<file path="src/rtl/tx_arb_req_recorder_pkg.sv">
// Shared TX arbiter types: source codes, boolean alias, request vector type and recorder defaults.
package tx_arb_req_recorder_pkg;

    localparam int DEFAULT_NUM_SRC = 5;
    localparam int DEFAULT_DEPTH   = 8;

    typedef logic bool_t;

    typedef enum logic [2:0] {
        NO_SOURCE         = 3'd0,
        SRC_A2P_1         = 3'd1,
        SRC_A2P_2         = 3'd2,
        SRC_MASTER        = 3'd3,
        SRC_RX_ROUTER_CFG = 3'd4,
        SRC_RX_ROUTER_ERR = 3'd5
    } source_e;

    typedef logic [DEFAULT_NUM_SRC-1:0] req_type_t;

endpackage

</file>
<file path="src/rtl/tx_arb_req_serializer.sv">
// Compacts a per-source request mask into an ordered list of source codes (bit 0 first) plus a count.
module tx_arb_req_serializer
    import tx_arb_req_recorder_pkg::*;
#(
    parameter int NUM_SRC = DEFAULT_NUM_SRC,
    parameter int SRC_W   = $clog2(NUM_SRC + 1),
    parameter int N_W     = $clog2(NUM_SRC + 1)
) (
    input  logic [NUM_SRC-1:0]            eff_i,
    output logic [NUM_SRC-1:0][SRC_W-1:0] codes_o,
    output logic [N_W-1:0]                n_o
);

    always_comb begin
        int seen;
        seen = 0;
        for (int i = 0; i < NUM_SRC; i++) begin
            codes_o[i] = SRC_W'(NO_SOURCE);
        end
        // Output slot is selected by a constant compare so every index stays static.
        for (int k = 0; k < NUM_SRC; k++) begin
            if (eff_i[k]) begin
                for (int i = 0; i < NUM_SRC; i++) begin
                    if (i == seen) begin
                        codes_o[i] = SRC_W'(k + 1);
                    end
                end
                seen = seen + 1;
            end
        end
        n_o = N_W'(seen);
    end

endmodule

</file>
<file path="src/rtl/tx_arb_req_recorder.sv">
// Order-preserving request recorder: queues per-source requests as source codes and exposes the
// two oldest entries to the arbiter, which retires 0, 1 or 2 of them per cycle.
module tx_arb_req_recorder
    import tx_arb_req_recorder_pkg::*;
#(
    parameter int NUM_SRC = DEFAULT_NUM_SRC,
    parameter int SRC_W   = $clog2(NUM_SRC + 1),
    parameter int DEPTH   = DEFAULT_DEPTH,
    parameter int CNT_W   = $clog2(DEPTH + 1)
) (
    input  logic               clk,
    input  logic               rst,
    input  logic [NUM_SRC-1:0] req_i,
    output logic               req_ready_o,
    input  logic [1:0]         pop_i,
    output logic [SRC_W-1:0]   head0_o,
    output logic               head0_vld_o,
    output logic [SRC_W-1:0]   head1_o,
    output logic               head1_vld_o,
    output logic [NUM_SRC-1:0] pending_o,
    output logic [CNT_W-1:0]   count_o,
    output logic               full_o,
    output logic               underflow_o
);

    localparam int PTR_W = $clog2(DEPTH);
    localparam int N_W   = $clog2(NUM_SRC + 1);

    // Modulo-DEPTH advance; step never exceeds DEPTH, so one wrap correction is enough.
    function automatic logic [PTR_W-1:0] ptr_add(input logic [PTR_W-1:0] ptr, input int step);
        int sum;
        sum = int'(ptr) + step;
        if (sum > DEPTH - 1) begin
            sum = sum - DEPTH;
        end
        return PTR_W'(sum);
    endfunction

    logic [SRC_W-1:0]             mem [DEPTH];
    logic [PTR_W-1:0]             rd_ptr;
    logic [PTR_W-1:0]             wr_ptr;
    logic [PTR_W-1:0]             rd_ptr1;
    logic [CNT_W-1:0]             count;
    logic [NUM_SRC-1:0]           pending;
    logic                         underflow;
    logic [NUM_SRC-1:0]           eff;
    logic [NUM_SRC-1:0][SRC_W-1:0] batch_codes;
    logic [N_W-1:0]               batch_n;
    logic                         fits;
    bool_t                        accept;
    logic [1:0]                   pop_req;
    logic [1:0]                   pop_n;
    logic [NUM_SRC-1:0]           pop_clr;

    assign eff = req_i & ~pending;

    tx_arb_req_serializer #(
        .NUM_SRC (NUM_SRC),
        .SRC_W   (SRC_W),
        .N_W     (N_W)
    ) u_serializer (
        .eff_i   (eff),
        .codes_o (batch_codes),
        .n_o     (batch_n)
    );

    // Acceptance looks only at the pre-pop occupancy, keeping pop_i off the ready path.
    assign fits        = (DEPTH - int'(count)) >= int'(batch_n);
    assign req_ready_o = rst & fits;
    assign accept      = req_ready_o;

    assign pop_req = (pop_i == 2'd3) ? 2'd2 : pop_i;
    assign pop_n   = (int'(pop_req) > int'(count)) ? 2'(count) : pop_req;
    assign rd_ptr1 = ptr_add(rd_ptr, 1);

    always_comb begin
        pop_clr = '0;
        for (int k = 0; k < NUM_SRC; k++) begin
            if (pop_n >= 2'd1 && mem[rd_ptr] == SRC_W'(k + 1)) pop_clr[k] = 1'b1;
            if (pop_n == 2'd2 && mem[rd_ptr1] == SRC_W'(k + 1)) pop_clr[k] = 1'b1;
        end
    end

    always_ff @(posedge clk) begin
        if (!rst) begin
            rd_ptr    <= '0;
            wr_ptr    <= '0;
            count     <= '0;
            pending   <= '0;
            underflow <= 1'b0;
        end else begin
            rd_ptr    <= ptr_add(rd_ptr, int'(pop_n));
            if (accept) wr_ptr <= ptr_add(wr_ptr, int'(batch_n));
            count     <= count - CNT_W'(pop_n) + (accept ? CNT_W'(batch_n) : CNT_W'(0));
            pending   <= (pending & ~pop_clr) | (accept ? eff : '0);
            underflow <= int'(pop_req) > int'(count);
        end
    end

    always_ff @(posedge clk) begin
        if (accept) begin
            for (int i = 0; i < NUM_SRC; i++) begin
                if (i < int'(batch_n)) mem[ptr_add(wr_ptr, i)] <= batch_codes[i];
            end
        end
    end

    assign head0_vld_o = (count != '0);
    assign head1_vld_o = (int'(count) >= 2);
    assign head0_o     = head0_vld_o ? mem[rd_ptr] : '0;
    assign head1_o     = head1_vld_o ? mem[rd_ptr1] : '0;
    assign pending_o   = pending;
    assign count_o     = count;
    assign full_o      = (count == CNT_W'(DEPTH));
    assign underflow_o = underflow;

    a_occupancy: assert property (@(posedge clk) disable iff (!rst)
        (CNT_W'($countones(pending)) == count) && (count <= CNT_W'(DEPTH)));

endmodule
</file>
<file path="config.mk">
export PLATFORM = sky130hd
export DESIGN_NAME = tx_arb_req_recorder
export DESIGN_NICKNAME = d
export VERILOG_FILES = /design/src/rtl/tx_arb_req_recorder_pkg.sv /design/src/rtl/tx_arb_req_serializer.sv /design/src/rtl/tx_arb_req_recorder.sv
export SDC_FILE = /design/constraint.sdc
export NUM_CORES = 1
export LEC_CHECK = 0
export CAP_MARGIN = 10
export CORE_MARGIN = 4
export CORE_UTILIZATION = 45
export CTS_BUF_LIST = sky130_fd_sc_hd__clkbuf_16
export CTS_CLUSTER_DIAMETER = 40
export DETAILED_ROUTE_END_ITERATION = 16
export PLACE_DENSITY = 0.71
export SKIP_CTS_REPAIR_TIMING = 1
export SLEW_MARGIN = 10
export SYNTH_ARGS = -nofsm -noshare
export SYNTH_HDL_FRONTEND = slang
export SYNTH_SLANG_ARGS = --single-unit
</file>
<file path="constraint.sdc">
create_clock -name clk -period 21.5 [get_ports clk]
set_clock_uncertainty 0.1 [all_clocks]
set_input_delay 5.375 -clock clk [delete_from_list [all_inputs] [get_ports clk]]
set_output_delay 5.375 -clock clk [all_outputs]
set_load 0.01 [all_outputs]
</file>
Word-level counts from Yosys, hierarchy flattened

Memory sizes are Yosys's and may differ from the RTL's. A register that Yosys moved wholly into a read port is not among the register bits.
Index checks and enable logic that the tools add are counted.

Reduce and logical (&&, ||, !) cells: 15
Equality and inequality tests: 29
Muxes and demuxes: 80
$lt $le $gt $ge: 17
Add/sub/neg operators: 22
Bitwise operators: 6

Operators by type and width:

| cell                                                                        | count |
|---|---|
| 3-bit by 32-bit equality test with 1-bit output, first input constant       | 6 |
| 32-bit zero test                                                            | 4 |
| 3-bit two-way mux                                                           | 38 |
| 2-bit by 32-bit equality test with 1-bit output, first input constant       | 3 |
| 4-bit by 32-bit equality test with 1-bit output, first input constant       | 3 |
| 32-bit two-way mux                                                          | 3 |
| 32-bit by 2-bit adder with 32-bit output, second input constant             | 2 |
| 15-bit two-way mux                                                          | 4 |
| 4-bit by 3-bit > comparator with 1-bit output, second input constant        | 7 |
| 1-bit two-way mux                                                           | 27 |
| 3-bit by 1-bit subtractor with 3-bit output, second input constant          | 8 |
| 2-bit two-way mux                                                           | 7 |
| 3-bit by 2-bit equality test with 1-bit output, second input constant       | 4 |
| 3-bit equality test, second input constant                                  | 4 |
| 5-bit AND                                                                   | 2 |
| 1-bit logical AND                                                           | 10 |
| 5-bit inverter                                                              | 2 |
| 3-bit by 1-bit adder with 4-bit output, second input constant               | 2 |
| 3-bit by 2-bit adder with 4-bit output, second input constant               | 2 |
| 3-bit by 1-bit equality test with 1-bit output, second input constant       | 2 |
| 1-bit by 3-bit less-than comparator with 1-bit output, first input constant | 2 |
| 2-bit by 3-bit less-than comparator with 1-bit output, first input constant | 2 |
| 5-bit by 4-bit greater-or-equal comparator with 1-bit output                | 1 |
| 5-bit two-way mux                                                           | 1 |
| 21 further kinds                                                            | 23 |

Output and inout bits: 20
Memories kept: 1
RAM bits: 24
Bits in registers: 16
Logic and storage cells: 175

Memories:

| name | depth | bits a word | read ports | clocked after Yosys merged registers in | write ports | line                      | RTL |
|---|---|---|---|---|---|---|---|
| mem  | 8     | 3           | 2          | 1                                       | 5           | tx_arb_req_recorder.sv:39 | `logic [SRC_W-1:0] mem [DEPTH];` |

Longest topological paths before layout

Gate-level depths: netlist (run 1).

Depth in word-level cells: 15
Depth in mapped cells: 26

By module

From an unflattened synthesis (run 1), not the netlist that was laid out.

Cell total of the unflattened synthesis: 534
Area total of the unflattened synthesis: 4829.6 µm²

By module, submodules not included:

| module                | sequential area each (µm²) | cells each | area an instance (µm²) | times used |
|---|---|---|---|---|
| tx_arb_req_recorder   | 1041.0                     | 444        | 4151.5                 | 1 |
| tx_arb_req_serializer | 0.0                        | 90         | 678.2                  | 1 |

Worst setup path before layout (run 1)

Ideal clock, no wire load.

Kind: input-to-output
Start point: input req_i[0]
End point: output req_ready_o
Data required time: 16025 ps
Setup slack: 6952 ps
Stages: 16
Data arrival time: 9073 ps
Path through: nor2b_1 > ha_1 > xnor2_1 > ha_1 > nor3b_1 > nor2_1 > ha_1 > nand2_1 > xor2_4 > inv_2 > ha_1 > nand4_1 > mux2i_1 > a32o_1 > a211oi_4 > inv_4

Longest elaborated chain between the ends: 12

Ends and longest elaborated chain:

| item                                                             | line                        | RTL |
|---|---|---|
| start, declared                                                  | tx_arb_req_recorder.sv:13   | `input logic [NUM_SRC-1:0] req_i,` |
| 5-bit AND (*)                                                    | tx_arb_req_recorder.sv:55   | `assign eff = req_i & ~pending;` |
| 1-bit two-way mux (*)                                            | tx_arb_req_serializer.sv:22 | `if (eff_i[k]) begin` |
| 1-bit by 1-bit adder with 2-bit output                           | tx_arb_req_serializer.sv:28 | `seen = seen + 1;` |
| 32-bit two-way mux (*)                                           | tx_arb_req_serializer.sv:22 |  |
| 32-bit by 2-bit adder with 32-bit output                         | tx_arb_req_serializer.sv:28 |  |
| 32-bit two-way mux (*)                                           | tx_arb_req_serializer.sv:22 |  |
| 32-bit by 2-bit adder with 32-bit output                         | tx_arb_req_serializer.sv:28 |  |
| 32-bit two-way mux (*)                                           | tx_arb_req_serializer.sv:22 |  |
| 3-bit by 2-bit adder with 3-bit output                           | tx_arb_req_serializer.sv:28 |  |
| 3-bit two-way mux (*)                                            | tx_arb_req_serializer.sv:22 |  |
| 5-bit by 4-bit greater-or-equal comparator with 1-bit output (*) | tx_arb_req_recorder.sv:68   | `assign fits = (DEPTH - int'(count)) >= int'(batch_n);` |
| 1-bit AND (*)                                                    | tx_arb_req_recorder.sv:69   | `assign req_ready_o = rst & fits;` |
| end, declared                                                    | tx_arb_req_recorder.sv:14   | `output logic req_ready_o,` |

Mark *: on every way between the ends. The rest lies on a longest branch, timed or not.

Worst setup path in the final report (run 1)

Ends and elaborated chain as after synthesis.

==> results of run 1 <==
-- routing by layer --
layer  vias up  wire length [um]
met5         -                 0
met2       255              6630
li1       2017                 -
met1      2028              6230
met4         0               361
met3        30              1460
-- area by class of cell --
class | instances | area, um2
clock inverters | 3 | 46.3
repair buffers | 30 | 295
multi-input cells | 435 | 3130
flip-flops and latches | 40 | 1040
well taps | 129 | 161
inverters | 33 | 126
fillers | 945 | 4440
clock buffers | 5 | 125
-- state kept, by name, indices dropped and copies added, names as in the netlist --
signal       flops
count_o          4
mem             24
pending_o        5
rd_ptr           3
underflow_o      1
wr_ptr           3
-- power breakdown --
group	internal (mW)	switching [mW]	leakage [nW]
Clock	0.0553	0.0348	0.0804
Combinational	0.273	0.414	1.45
Sequential	0.129	0.0386	0.354
-- layout by cell type, fill, tap and decap left out, drive strengths merged, types with 7 or more instances in the layout --
cell / n
ha: 29
mux4: 12
o22ai: 9
nor2: 69
nand2: 58
a21oi: 21
o221ai: 9
o211ai: 14
o21ai: 28
nand2b: 11
or3: 9
a221oi: 11
clkdlybuf4s50: 28
dfxtp: 16
edfxtp: 24
nand3: 11
xnor2: 9
mux2i: 21
nor3: 13
or2: 7
nor2b: 7
inv: 34
-- cell families after synthesis --
logic type | count (synthesis)
buf+inv | 54
xor+xnor | 16
compound gates | 140
mux | 33
fa+ha+maj | 33
simple gates | 213
flops | 40
-- path summary, 6_finish.rpt --
check / slack, ns / end / from / depth (start not counted)
min reg2reg: 0.42 / pending_o[1] / pending_o[1] / 2
min: 0.42 / pending_o[1] / pending_o[1] / 2
max reg2reg: 15.13 / mem[1][2] / pending_o[1] / 20
max: 5.32 / req_ready_o / req_i[0] / 18
-- per-stage QoR --
step / setup WS, ns / instances / utilization
final: 5.32 / 675 / 0.526
after global placement: 5.54 / 667 / 0.507
after detailed placement: 5.35 / 667 / 0.507
after CTS: 5.33 / 675 / 0.526
after global routing: 4.92 / 675 / 0.526
after floorplan: 6.95 / 529 / -
-- critical path, cell delays in order --
cell	delay, ns
clkdlybuf4s50_1	0.45
nor2b_1	0.28
ha_1	0.36
xnor2_1	0.43
ha_1	0.32
nor3b_1	0.33
nor2_1	0.13
ha_1	0.25
nand2_1	0.24
xor2_4	0.32
inv_2	0.14
ha_1	0.36
nand4_1	0.11
mux2i_1	0.15
a32o_1	0.29
a211oi_4	0.53
inv_4	0.12
clkdlybuf4s50_1	0.51
==> flow_metrics.env, run 1 <==
export IMPL_crit_required_ns=16.02
export IMPL_synthDistinctLibCells=71
export IMPL_post_route_period_util=0.752
export IMPL_vias_per_cell=6.41
export IMPL_synth_edff_count=24
export IMPL_synthAdderAreaFrac=0.101
export IMPL_worstMarginPinSlew_ns=1.23
export IMPL_place_area_mm2=0.00476
export IMPL_synthCells=529
export IMPL_die_area_mm2=0.0114
export IMPL_path_max_fanout=10
export IMPL_synth_compound_area_frac=0.230
export IMPL_core_area_mm2=0.00937
export IMPL_grt_use_met2=0.414
export IMPL_rsz0062_at_grt="false"
export IMPL_min_period_ns=16.18
export IMPL_synth_most_common_cell="nor2_1"
export IMPL_dr_pass1_iters=6
export IMPL_io_buffers=28
export IMPL_routed_wl_um=14700
export IMPL_htree_levels=2
export IMPL_max_cap_viol_count=0
export IMPL_vias=4330
export IMPL_rows=35
export IMPL_clkLatencyLatePin_ns=0.29
export IMPL_grt_max_degree=17
export IMPL_cts_root_buf="clkbuf_16"
export IMPL_synthArstFlopShare=0
export IMPL_synth_top_family_by_area="simple AND/OR/NAND/NOR gates"
export IMPL_grt_busiest_layer="met2"
export IMPL_yosysSeqAreaShare=0.237
export IMPL_syn_to_final_growth_pct=12.2
export IMPL_cp_start_kind="input pin"
export IMPL_synth_simple_gate_area_frac=0.233
export IMPL_numCtsBuffers=5
export IMPL_design_area_mm2=0.00493
export IMPL_met3_usage=0.0452
export IMPL_cts_tree="built"
export IMPL_antenna_found_initial=0
export IMPL_ant_nets=0
export IMPL_n_antenna_cell=0
export IMPL_status="complete, no violations"
export IMPL_syn_area_per_cell_um2=8.30
export IMPL_drc=0
export IMPL_layout_nets=587
export IMPL_synth_warning_count=0
export IMPL_syn_nets=571
export IMPL_slew_headroom=0.175
export IMPL_tns_ns=0
export IMPL_grt_usage=0.259
export IMPL_clock_sinks=40
export IMPL_finalHoldViolations=0
export IMPL_finalPower_mw=0.945
export IMPL_hold_slack_ns=0.423
export IMPL_slew_violations=0
export IMPL_endpoint_kind="output port"
export IMPL_worstPathArrival_ns=10.70
export IMPL_layout_drive_gt1_share=0.0733
export IMPL_grtUsageMet1=0.361
export IMPL_power_leakage_nw=1.89
export IMPL_grt_pass1_wl_um=22900
export IMPL_drt_iter0_drc=481
export IMPL_globalplace_congestion=0.981
export IMPL_synth_xor_area_frac=0.0393
export IMPL_overflow=0
export IMPL_finalSetupViolCount=0
export IMPL_syn_area_mm2=0.00439
export IMPL_powerDensity_mw_per_mm2=192
export IMPL_yosys_mux_area_fraction=0.109
export IMPL_max_vdd_ir_drop_uv=99.6
export IMPL_yosys_top_cells_count="68 x nor2_1, 58 x nand2_1, 31 x inv_1"
export IMPL_synth_ff_type="edfxtp_1"
export IMPL_worstSetupPathType="input pin to output port"
export IMPL_clk_pin_slew_ns=0.06
export IMPL_start_util=0.469
export IMPL_cts_buffer_depth=2
export IMPL_wire_per_inst_um=21.7
export IMPL_synth_top_area_share=0.164
export IMPL_die_w_um=107
export IMPL_ys_seq_elements=40
export IMPL_synth_area_top_cells="edfxtp_1 16%, ha_1 8.3%, dfxtp_1 7.3%"
export IMPL_worstHoldPathType="flop to flop"
export IMPL_fmax_ghz=0.0618
export IMPL_die_h_um=107
export IMPL_hpwlAfterDp_um=11600
export IMPL_grt_pass1_vias=4112
export IMPL_ioPinCount=29
export IMPL_yosysTopAreaCell="edfxtp_1"
Power figures use the tool's default switching activity.
==> inputs of run 2 (changes only) <==
clock period = 16.11 ns   (was 21.5 ns; I/O delays follow)
==> run 2 against run 1 <==
Effect of this change: combinational power rose by 34%; setup slack got worse by 2.8 ns; cell count rose by 0.44%; sequential cell count did not move; die area did not move; count of clock-buffer cells in the layout did not move; critical endpoint unchanged; highest routed layer unchanged; register-to-register slack got worse by 5.4 ns; design area rose by 0.46%; power rose by 34%; sequential share of layout area fell by 0.096 points; via count rose by 0.32%.
==> flow_metrics.env, run 2 (synthesized netlist as in run 1, its figures left out) <==
export IMPL_fillerInstances=909
export IMPL_vias_per_cell=6.41
export IMPL_max_vdd_ir_drop_uv=146
export IMPL_finalHoldViolations=0
export IMPL_tns_ns=0
export IMPL_drc=0
export IMPL_setup_slack_ns=2.56
export IMPL_drt_iter0_drc=574
export IMPL_rsz0062_at_grt="false"
export IMPL_cts_root_buf="clkbuf_16"
export IMPL_clock_sinks=40
export IMPL_syn_to_final_growth_pct=12.7
export IMPL_critPathCapture="req_ready_o"
export IMPL_largest_reg_flops=24
export IMPL_cp_start_kind="input pin"
export IMPL_globalplace_congestion=0.949
export IMPL_worstHoldPathType="flop to flop"
export IMPL_layout_drive_gt1_share=0.0783
export IMPL_die_h_um=107
export IMPL_endpoint_kind="output port"
export IMPL_ant_nets=0
export IMPL_routed_wl_um=14500
export IMPL_max_cap_viol_count=0
export IMPL_cts_buffer_depth=2
export IMPL_fin_cells=678
export IMPL_ioPinCount=29
export IMPL_io_buffers=28
export IMPL_grt_usage=0.256
export IMPL_final_util=0.528
export IMPL_post_place_ws_ns=2.62
export IMPL_htree_levels=2
export IMPL_post_route_period_util=0.841
export IMPL_vias=4344
export IMPL_slowest_stage="a211oi_4"
export IMPL_grt_pass1_vias=4092
export IMPL_cpMostUsedCell="ha_1"
export IMPL_hpwlAfterDp_um=11500
export IMPL_r2r_start="pending_o[1]"
export IMPL_start_util=0.469
export IMPL_layout_commonest_cell="nor2_1"
export IMPL_status="complete, no violations"
export IMPL_grt_pass1_wl_um=22800
export IMPL_finalPower_mw=1.26
export IMPL_multi_input_area_mm2=0.00313
export IMPL_worstPathArrival_ns=9.42
export IMPL_rows=35
export IMPL_worstMarginPinSlew_ns=1.07
export IMPL_cts_tree="built"
export IMPL_critPathLaunch="req_i[0]"
export IMPL_numCtsBuffers=5
export IMPL_rr_endpoint="mem[2][1]"
export IMPL_slew_violations=0
export IMPL_finalSetupViolCount=0
export IMPL_layout_common_cells="68 x nor2_1, 58 x nand2_1, 31 x inv_1, 29 x ha_1, 28 x clkdlybuf4s50_1"
export IMPL_worstSetupPathType="input pin to output port"
export IMPL_regMostFlops="mem"
export IMPL_crit_required_ns=11.98
export IMPL_min_period_ns=13.55
export IMPL_die_w_um=107
export IMPL_overflow=0
export IMPL_clkLatencyLatePin_ns=0.29
export IMPL_power_leakage_nw=1.90
export IMPL_path_max_fanout=10
export IMPL_wire_per_inst_um=21.4
export IMPL_layout_nets=590
export IMPL_cp_cell_sequence="clkdlybuf4s50_1 -> nor2b_1 -> ha_1 -> xnor2_1 -> ha_1 -> nor3b_1 -> nor2_1 -> ha_1 -> nand2_1 -> xor2_4 -> inv_2 -> ha_1 -> nand4_1 -> mux2i_1 -> a32o_1 -> a211oi_4 -> inv_4 -> clkdlybuf4s50_1"
export IMPL_die_area_mm2=0.0114
export IMPL_grt_max_degree=17
export IMPL_clk_pin_slew_ns=0.06
export IMPL_r2r_cells=20
export IMPL_n_antenna_cell=0
export IMPL_powerDensity_mw_per_mm2=256
export IMPL_fmax_ghz=0.0738
export IMPL_ff_latch_area_mm2=0.00104
export IMPL_r2r_setup_slack_ns=9.73
export IMPL_dp_cells=670
export IMPL_slew_headroom=0.281
export IMPL_core_area_mm2=0.00937
export IMPL_antenna_found_initial=0
export IMPL_slowest_delay_ns=0.56
export IMPL_dr_pass1_iters=5
[run 2: routing by layer]
metal | global-route usage | vias up | wire length (um)
met4 | 0.0785 | 0 | 408
li1 | - | 2017 | -
met3 | 0.0439 | 35 | 1280
met1 | 0.369 | 2075 | 6410
met2 | 0.394 | 217 | 6400
met5 | 0 | - | 0
[run 2: how the worst min path moves through the flow]
| stage | start | cells after the start | end | slack (ns) |
|---|---|---|---|---|
| after floorplan | pending_o[0] | 2 | pending_o[0] | 0.43 |
| after global placement | pending_o[1] | 2 | pending_o[1] | 0.44 |
| after detailed placement | pending_o[1] | 2 | pending_o[1] | 0.42 |
| after CTS | pending_o[1] | 2 | pending_o[1] | 0.43 |
| after global routing | pending_o[0] | 2 | pending_o[0] | 0.47 |
| final | pending_o[1] | 2 | pending_o[1] | 0.43 |
[run 2: layout make-up]
cell class / count / area share
multi-input cells: 435 / 0.633
inverters: 33 / 0.0255
repair buffers: 33 / 0.0642
clock inverters: 3 / 0.00935
flip-flops and latches: 40 / 0.210
clock buffers: 5 / 0.0253
well taps: 129 / 0.0326
[run 2: report_power, final]
part           internal, mW  switching, mW
clock network        0.0738         0.0467
registers             0.173         0.0528
logic                 0.370          0.549
total                 0.616          0.648
[run 2: critical path, delay by kind of cell]
| kind | cells | cell delay (ns) |
|---|---|---|
| simple gates | 5 | 1.09 |
| mux | 1 | 0.14 |
| compound gates | 2 | 0.85 |
| fa+ha+maj | 4 | 1.30 |
| xor+xnor | 2 | 0.80 |
| buf+inv | 4 | 1.20 |
[run 2: through the flow]
step | area [um2] | hold slack (ns)
CTS | 4950 | 0.428
floorplan | 4390 | 0.426
global route | 4950 | 0.473
global placement | 4780 | 0.439
finish | 4950 | 0.426
detailed placement | 4780 | 0.420
==> inputs of run 3 (changes only) <==
PLACE_DENSITY = 0.74   (was 0.71)
clock period = 11.06 ns   (was 16.11 ns; I/O delays follow)
==> run 3 against run 2 <==
Effect of this change: critical path depth unchanged; global-route usage down 0.083 points; largest power group unchanged; non-clock buffer count up 4; power up 46%; clock power up 23%; sequential share of layout area about the same; core utilization about the same; hold slack better by 0.0032 ns; sequential power up 43%; register-to-register slack worse by 5.0 ns; combinational power up 50%.
==> flow_metrics.env, run 3 (synthesized netlist as in run 1, its figures left out) <==
export IMPL_status="complete, no violations"
export IMPL_layout_common_cells="68 x nor2_1, 58 x nand2_1, 31 x inv_1, 29 x ha_1, 28 x clkdlybuf4s50_1"
export IMPL_crit_required_ns=8.20
export IMPL_fin_cells=682
export IMPL_die_w_um=107
export IMPL_grt_max_degree=17
export IMPL_finalHoldViolations=0
export IMPL_max_vdd_ir_drop_uv=193
export IMPL_slew_headroom=0.102
export IMPL_seqPwrFrac=0.174
export IMPL_slowest_stage="clkdlybuf4s50_1"
export IMPL_antenna_found_initial=0
export IMPL_core_area_mm2=0.00937
export IMPL_htree_levels=2
export IMPL_powerDensity_mw_per_mm2=373
export IMPL_clock_sinks=40
export IMPL_min_period_ns=10.60
export IMPL_clockPowerShare=0.080
export IMPL_p_sw_mw=0.957
export IMPL_clk_pin_slew_ns=0.06
export IMPL_critPathCapture="req_ready_o"
export IMPL_post_place_ws_ns=0.339
export IMPL_critical_path_cell_count=18
export IMPL_cpMostUsedCell="ha_1"
export IMPL_ant_nets=0
export IMPL_dp_cells=671
export IMPL_worstSetupPathType="input pin to output port"
export IMPL_cts_tree="built"
export IMPL_r2r_cells=20
export IMPL_n_antenna_cell=0
export IMPL_largest_reg_flops=24
export IMPL_clkLatencyLatePin_ns=0.29
export IMPL_finalPower_mw=1.85
export IMPL_max_cap_viol_count=0
export IMPL_cp_start_kind="input pin"
export IMPL_worstPathArrival_ns=7.73
export IMPL_final_util=0.528
export IMPL_cts_buffer_depth=2
export IMPL_place_area_mm2=0.00479
export IMPL_vias_per_cell=6.39
export IMPL_rsz0062_at_grt="false"
export IMPL_internal_power_mw=0.889
export IMPL_critPathLaunch="req_i[0]"
export IMPL_syn_to_final_growth_pct=12.7
export IMPL_start_util=0.469
export IMPL_layout_nets=594
export IMPL_layout_commonest_cell="nor2_1"
export IMPL_path_max_fanout=8
export IMPL_finalSetupViolCount=0
export IMPL_endpoint_kind="output port"
export IMPL_post_route_period_util=0.958
export IMPL_io_buffers=28
export IMPL_regMostFlops="mem"
export IMPL_slowest_delay_ns=0.54
export IMPL_globalplace_congestion=1.04
export IMPL_vias=4356
export IMPL_ff_latch_area_mm2=0.00104
export IMPL_ioPinCount=29
export IMPL_fmax_ghz=0.0944
export IMPL_power_frac_comb=0.746
export IMPL_drc=0
export IMPL_worstMarginPinSlew_ns=1.34
export IMPL_die_h_um=107
export IMPL_design_area_mm2=0.00495
export IMPL_fillerInstances=917
export IMPL_grt_pass1_vias=3973
export IMPL_rr_endpoint="mem[3][1]"
export IMPL_r2r_start="pending_o[1]"
export IMPL_setup_slack_ns=0.464
export IMPL_numCtsBuffers=5
export IMPL_cp_top_family="adder cells"
export IMPL_rows=35
export IMPL_tns_ns=0
export IMPL_power_leakage_nw=1.91
export IMPL_p_sw_frac=0.518
export IMPL_cp_cell_sequence="clkdlybuf4s50_1 -> nor2b_1 -> ha_1 -> xnor2_1 -> ha_1 -> nor3b_1 -> nor2_1 -> ha_1 -> nand2_1 -> xor2_4 -> inv_2 -> ha_1 -> nand4_1 -> mux2i_1 -> a32o_1 -> a211oi_4 -> inv_4 -> clkdlybuf4s50_1"
export IMPL_cts_root_buf="clkbuf_16"
export IMPL_slew_violations=0
export IMPL_cp_num_buf_inv=4
export IMPL_grt_usage=0.256
export IMPL_routed_wl_um=14400
export IMPL_r2r_setup_slack_ns=4.78
export IMPL_overflow=0
export IMPL_hpwlAfterDp_um=11300
export IMPL_worstHoldPathType="flop to flop"
export IMPL_wire_per_inst_um=21.2
export IMPL_multi_input_area_mm2=0.00313
export IMPL_grt_pass1_wl_um=22600
export IMPL_die_area_mm2=0.0114
export IMPL_drt_iter0_drc=561
export IMPL_layout_drive_gt1_share=0.0850
export IMPL_hold_slack_ns=0.429
export IMPL_dr_pass1_iters=8
## run 3: cell types whose count changed in the layout (fill, tap and decap cells not counted), sizes merged
cell | previous run | this run
buf | 5 | 9
clkinvlp | 1 | 0
inv | 34 | 33
bufinv | 1 | 0
clkinv | 0 | 3
## run 3: per-layer routing
metal  wire [um]  global-route usage  vias up
met5           0                   0        -
met4         575              0.0886        0
met3        1290              0.0464       47
met2        6360               0.400      250
met1        6210               0.355     2025
li1            -                   -     2034
## run 3: final cells by class
class,instances,share of cell area
multi-input cells,435,0.632
clock buffers,5,0.0253
well taps,129,0.0326
clock inverters,3,0.00379
flip-flops and latches,40,0.210
repair buffers,37,0.0702
inverters,33,0.0255
## run 3: tightest hold or removal path, delay by kind of cell (launching register included)
| kind | cells | cell delay [ns] |
|---|---|---|
| compound gates | 2 | 0.16 |
| flops | 1 | 0.32 |
## run 3: worst min path at each step
stage	startpoint	to	slack, ns	cells after the start
after global routing	pending_o[0]	pending_o[0]	0.45	2
after global placement	pending_o[1]	pending_o[1]	0.43	2
after floorplan	pending_o[0]	pending_o[0]	0.43	2
final	pending_o[1]	pending_o[1]	0.43	2
after detailed placement	pending_o[0]	pending_o[0]	0.41	2
after CTS	pending_o[1]	pending_o[1]	0.43	2
## run 3: power groups by stage
stage | Sequential (mW) | Clock [mW] | Combinational, mW
finish | 0.321 | 0.148 | 1.38
global route | 0.335 | 0.156 | 1.49
CTS | 0.321 | 0.149 | 1.33
detailed placement | 0.324 | 0 | 1.32
global placement | 0.323 | 0 | 1.32
floorplan | 0.289 | 0 | 0.955
==> RTL change 1: new RTL, config.mk and constraints of run 2 <==
The output `underflow_o` loses its register stage (`underflow` becomes a continuous assignment).
--- a/src/rtl/tx_arb_req_recorder.sv
+++ b/src/rtl/tx_arb_req_recorder.sv
@@ -87,15 +87,15 @@
             wr_ptr    <= '0;
             count     <= '0;
             pending   <= '0;
-            underflow <= 1'b0;
         end else begin
             rd_ptr    <= ptr_add(rd_ptr, int'(pop_n));
             if (accept) wr_ptr <= ptr_add(wr_ptr, int'(batch_n));
             count     <= count - CNT_W'(pop_n) + (accept ? CNT_W'(batch_n) : CNT_W'(0));
             pending   <= (pending & ~pop_clr) | (accept ? eff : '0);
-            underflow <= int'(pop_req) > int'(count);
         end
     end
+
+    assign underflow = int'(pop_req) > int'(count);
 
     always_ff @(posedge clk) begin
         if (accept) begin
Formal check against the unedited RTL: not equivalent (a bounded check fails within 4 cycles, from zero or initial values and one cycle with rst low).
==> RTL change 1 against run 2 <==
Area after synthesis grew 6.4%. Wire length increased by 13%. Design area is 4.4% higher. Synthesized cell count up 1.9%. Count of clock-buffer cells in the layout is the same. Sequential share of layout area decreased by 1.3 points. Setup slack worse by 70 ps. Final cell count grew 1.0%. Power up 5.8%. Sequential cell count decreased by 1. Critical path type unchanged.
==> RTL change 1: results <==
<?xml version="1.0" encoding="UTF-8"?>
<metrics>
  <group name="critical_path">
    <metric name="path_max_fanout" unit="">11</metric>
    <metric name="critical_path_arrival" unit="ps">9490</metric>
  </group>
  <group name="routing">
    <metric name="detail_route.iter0.violations" unit="">527</metric>
    <metric name="vias_per_cell" unit="">6.76</metric>
    <metric name="drc_errors" unit="">0</metric>
    <metric name="finalWirelength" unit="mm">16.3</metric>
    <metric name="dr_total_vias" unit="">4628</metric>
  </group>
  <group name="power">
    <metric name="power.leakage" unit="nW">1.96</metric>
    <metric name="vdd.ir_drop.worst" unit="uV">151</metric>
    <metric name="internal_power" unit="mW">0.619</metric>
  </group>
  <group name="final_layout">
    <metric name="fillCellCount" unit="">932</metric>
    <metric name="final_layout_size_suffix_gt1_share" unit="%">9.42</metric>
    <metric name="finalNetCount" unit="">593</metric>
  </group>
  <group name="synthesis">
    <metric name="yosys.area_share.xor_xnor" unit="%">3.67</metric>
    <metric name="yosysUniqueCellTypes" unit="">83</metric>
    <metric name="ys_top_cells_by_area" unit="">edfxtp_1 15%, ha_1 7.8%, dfxtp_1 6.4%</metric>
    <metric name="yosys.area_share.adder" unit="%">9.48</metric>
    <metric name="synth_sequential_area_ratio" unit="%">21.8</metric>
    <metric name="synth_cells" unit="">539</metric>
    <metric name="synth_fp_nets" unit="">581</metric>
    <metric name="synth_mux_area_share" unit="%">14.4</metric>
    <metric name="synth_compound_area_share" unit="%">23.2</metric>
  </group>
  <group name="status">
    <metric name="status" unit="">completed</metric>
  </group>
  <group name="grt">
    <metric name="globalRouteTotalUtil" unit="%">27.7</metric>
    <metric name="first_global_vias" unit="">4420</metric>
    <metric name="antenna_violations_before_repair" unit="">0</metric>
    <metric name="global_route_wire_length_before_repair" unit="mm">25.0</metric>
  </group>
  <group name="placement">
    <metric name="place.detailed.instances" unit="">677</metric>
    <metric name="dp.final_hpwl" unit="mm">12.6</metric>
    <metric name="gp_congestion" unit="">1.07</metric>
    <metric name="placement.cell_area" unit="um^2">5000</metric>
  </group>
  <group name="sta">
    <metric name="worst_pin_slew" unit="ps">1230</metric>
  </group>
</metrics>
[RTL change 1: logic make-up (layout without fill, tap and decap cells)]
group | count (synthesis) | in the layout
DFF | 39 | 39
and+or+nand+nor | 204 | 204
AOI/OAI and AO/OA | 141 | 141
adders and majority gates | 33 | 33
buffers and inverters | 58 | 71
xor gates and xnor gates | 15 | 15
muxes | 49 | 49
[RTL change 1: final timing paths]
check,startpoint,endpoint,slack (ps),cells past startpoint
worst max-delay path,req_i[0],req_ready_o,2490,20
worst min-delay path,pending_o[1]$_SDFF_PN0_,pending_o[1]$_SDFF_PN0_,400,2
worst max register to register,pending_o[1]$_SDFF_PN0_,count_o[3]$_SDFF_PN0_,9640,25
worst min register to register,pending_o[1]$_SDFF_PN0_,pending_o[1]$_SDFF_PN0_,400,2
[RTL change 1: stage by stage]
step	setup slack [ps]	hold slack (ps)
final	2490	400
after global routing	2090	437
after CTS	2560	408
after detailed placement	2570	400
after global placement	2760	388
after floorplan	4160	401
[RTL change 1: layout make-up]
cell class	count	area [um^2]	share of cell area, %
Multi-Input combinational cell	442	3400	65.8
Sequential cell	39	1020	19.8
Timing Repair Buffer	29	288	5.57
Tap cell	133	166	3.22
Inverter	34	130	2.52
Clock buffer	5	125	2.42
Clock inverter	3	38.8	0.750
[RTL change 1: per-layer routing]
layer | global-route usage, % | up-vias | part of all wire (%)
met2 | 44.5 | 299 | 45
met5 | 0 | - | 0
met4 | 10.2 | 0 | 3.3
li1 | - | 2068 | -
met1 | 37.0 | 2207 | 42
met3 | 5.28 | 54 | 9.9
[RTL change 1: worst max-delay path, cell delays in order]
cell and delay, ps:
clkdlybuf4s50_1 440, nor2b_1 220, ha_1 350, xnor2_2 380, inv_1 130, ha_1 330
nor2_1 210, nor2_1 120, ha_1 220, nand2_1 170, xor2_4 310, inv_4 110
ha_1 320, and3b_1 210, o31ai_1 360, nand2_1 290, or2_1 440, nand2_1 220
inv_1 130, clkdlybuf4s50_1 500
[RTL change 1: power by group through the flow]
| stage | sequential, mW | combinational, mW | clock [mW] |
|---|---|---|---|
| detailed placement | 0.218 | 0.982 | 0 |
| CTS | 0.216 | 0.987 | 0.112 |
| global placement | 0.216 | 0.972 | 0 |
| global route | 0.223 | 1.09 | 0.116 |
| finish | 0.217 | 1.01 | 0.111 |
| floorplan | 0.192 | 0.720 | 0 |
==> RTL change 2: new RTL, settings of run 2 <==
Without the edit above. Change the package constant `DEFAULT_NUM_SRC` from 5 to 6.
--- a/src/rtl/tx_arb_req_recorder_pkg.sv
+++ b/src/rtl/tx_arb_req_recorder_pkg.sv
@@ -1,7 +1,7 @@
 // Shared TX arbiter types: source codes, boolean alias, request vector type and recorder defaults.
 package tx_arb_req_recorder_pkg;
 
-    localparam int DEFAULT_NUM_SRC = 5;
+    localparam int DEFAULT_NUM_SRC = 6;
     localparam int DEFAULT_DEPTH   = 8;
 
     typedef logic bool_t;
Ports: changed (resized pending_o and req_i); port bits go from 29 to 31. The function was not compared with the original's and may differ.
==> RTL change 2 against run 2 <==
Non-clock buffer count decreased by 1. Utilization is 2.0 points lower. Area after synthesis grew 14%. Wire length is 30% higher. Synthesized cell count rose by 18%. Die area rose by 13%. Sequential cell count rose by 1. Design area rose by 11%. Sequential share of layout area is 1.8 points lower. Setup slack got worse by 590 ps. Hold slack better by 11 ps. Largest cell class unchanged.
Power is left out: the tool's default activity adds up to more than one toggle a clock period on the data nets, which glitch-free logic cannot reach.
==> RTL change 2: results <==
<?xml version="1.0" encoding="UTF-8"?>
<metrics>
  <group name="status">
    <metric name="status" unit="">completed</metric>
  </group>
  <group name="final_layout">
    <metric name="finalNetCount" unit="">683</metric>
    <metric name="largest_register_ffs" unit="">24</metric>
    <metric name="final_layout_size_suffix_gt1_share" unit="%">8.78</metric>
    <metric name="regMostFlops" unit="">mem</metric>
    <metric name="num_antenna_cells" unit="">0</metric>
  </group>
  <group name="routing">
    <metric name="route.detailed.wl_per_inst" unit="um">24.3</metric>
    <metric name="detail_route.iter0.violations" unit="">937</metric>
    <metric name="drtPass1Iterations" unit="">7</metric>
    <metric name="vias_per_cell" unit="">6.72</metric>
  </group>
  <group name="grt">
    <metric name="globalRouteTotalUtil" unit="%">29.1</metric>
    <metric name="global_route_wire_length_before_repair" unit="mm">28.9</metric>
    <metric name="antenna_violations_before_repair" unit="">0</metric>
    <metric name="grt_start_max_net_pins" unit="">35</metric>
    <metric name="first_global_vias" unit="">4918</metric>
  </group>
  <group name="synthesis">
    <metric name="synth_mux_area_share" unit="%">10.7</metric>
    <metric name="synth_sequential_area_ratio" unit="%">21.2</metric>
    <metric name="post_synth_most_frequent_cells" unit="">64 x nor2_1, 59 x nand2_1, 46 x a21oi_1</metric>
    <metric name="yosys.area_share.adder" unit="%">9.83</metric>
    <metric name="synth_compound_area_share" unit="%">25.3</metric>
    <metric name="synth_edf_count" unit="">24</metric>
    <metric name="synth_fp_nets" unit="">671</metric>
    <metric name="yosysUniqueCellTypes" unit="">78</metric>
    <metric name="ys_top_cells_by_area" unit="">edfxtp_1 14%, ha_1 8.0%, dfxtp_1 6.8%</metric>
    <metric name="yosys.area_share.xor_xnor" unit="%">3.75</metric>
  </group>
  <group name="critical_path">
    <metric name="timing.critical_path.max_delay_family" unit="">compound AO/OA/AOI/OAI gates</metric>
    <metric name="critical_path_arrival" unit="ps">10010</metric>
    <metric name="worstRegToRegCells" unit="">23</metric>
    <metric name="path_max_fanout" unit="">34</metric>
    <metric name="worst_path_largest_cell_delay" unit="ps">770</metric>
    <metric name="critical-path-slowest-cell" unit="">a22oi_2</metric>
    <metric name="r2r_slack" unit="ps">9300</metric>
  </group>
  <group name="clock_tree">
    <metric name="clk_path_buf_depth" unit="">2</metric>
    <metric name="cts-buffers-inserted" unit="">5</metric>
    <metric name="clkSlewWorstSetupHoldPaths" unit="ps">60</metric>
    <metric name="clk_latency" unit="ps">280</metric>
    <metric name="clock_root_buffer" unit="">clkbuf_16</metric>
  </group>
  <group name="placement">
    <metric name="place.port_buffers" unit="">30</metric>
    <metric name="dp.final_hpwl" unit="mm">14.6</metric>
    <metric name="gp_congestion" unit="">1.04</metric>
  </group>
  <group name="job">
    <metric name="timing.max_cap.violations" unit="">0</metric>
  </group>
  <group name="sta">
    <metric name="worst_pin_slew" unit="ps">1110</metric>
  </group>
</metrics>
[RTL change 2: cell types whose count changed after synthesis, moves of 5 or more]
cell      before  now
a21o_1         1    7
o31ai_1        1   10
inv_1         31   26
a221oi_1      11    2
o21ai_0       26   42
nand3_1       11   27
mux2i_1       21   15
mux2_2         0   10
a22oi_1        3   10
and2_1         5   12
buf_6          1    6
o211ai_1      13    6
a21oi_1       20   46
[RTL change 2: worst register-to-register path, delay by kind of cell (launching register included)]
kind / cells / cell delay [ps]
flip-flops: 1 / 330
adder cells (fa/ha/maj): 8 / 2310
XOR/XNOR: 2 / 540
buffers and inverters: 3 / 670
AND/OR/NAND/NOR: 5 / 760
AO/OA/AOI/OAI: 5 / 1990
[RTL change 2: area by class of cell]
| cell class | instances | area (um^2) |
|---|---|---|
| well taps | 140 | 175 |
| fillers | 1037 | 5330 |
| flip-flops and latches | 41 | 1060 |
| clock buffers | 5 | 125 |
| inverters | 31 | 116 |
| repair buffers | 32 | 315 |
| clock inverters | 3 | 46.3 |
| multi-input cells | 526 | 3670 |
[RTL change 2: kinds of logic after synthesis]
group                      after synthesis
adders and majority gates               37
AOI/OAI and AO/OA                      191
and+or+nand+nor                        242
muxes                                   37
xor gates and xnor gates                19
buffers and inverters                   58
DFF                                     41
[RTL change 2: worst paths after layout]
path	start	endpoint
min reg2reg	pending_o[1]$_SDFF_PN0_	pending_o[1]$_SDFF_PN0_
min	pending_o[1]$_SDFF_PN0_	pending_o[1]$_SDFF_PN0_
max reg2reg	pending_o[0]$_SDFF_PN0_	count_o[2]$_SDFF_PN0_
max	req_i[0]	req_ready_o
[RTL change 2: routing by layer]
layer | track usage [%] | share of wire (%) | vias up
met5 | 0 | 0 | -
met4 | 11.5 | 5.0 | 0
met3 | 6.47 | 11 | 78
met2 | 44.4 | 43 | 362
met1 | 40.2 | 42 | 2433
li1 | - | - | 2358
[RTL change 2: through the flow]
stage | setup WS [ps] | instance area [um^2] | instances | hold WS [ps]
2_1_floorplan | 4180 | 5000 | 625 | 416
3_3_place_gp | 2310 | 5340 | 770 | 406
3_5_place_dp | 2120 | 5340 | 770 | 433
4_1_cts | 2080 | 5510 | 778 | 444
5_1_grt | 1620 | 5510 | 778 | 449
6_report | 1980 | 5510 | 778 | 437
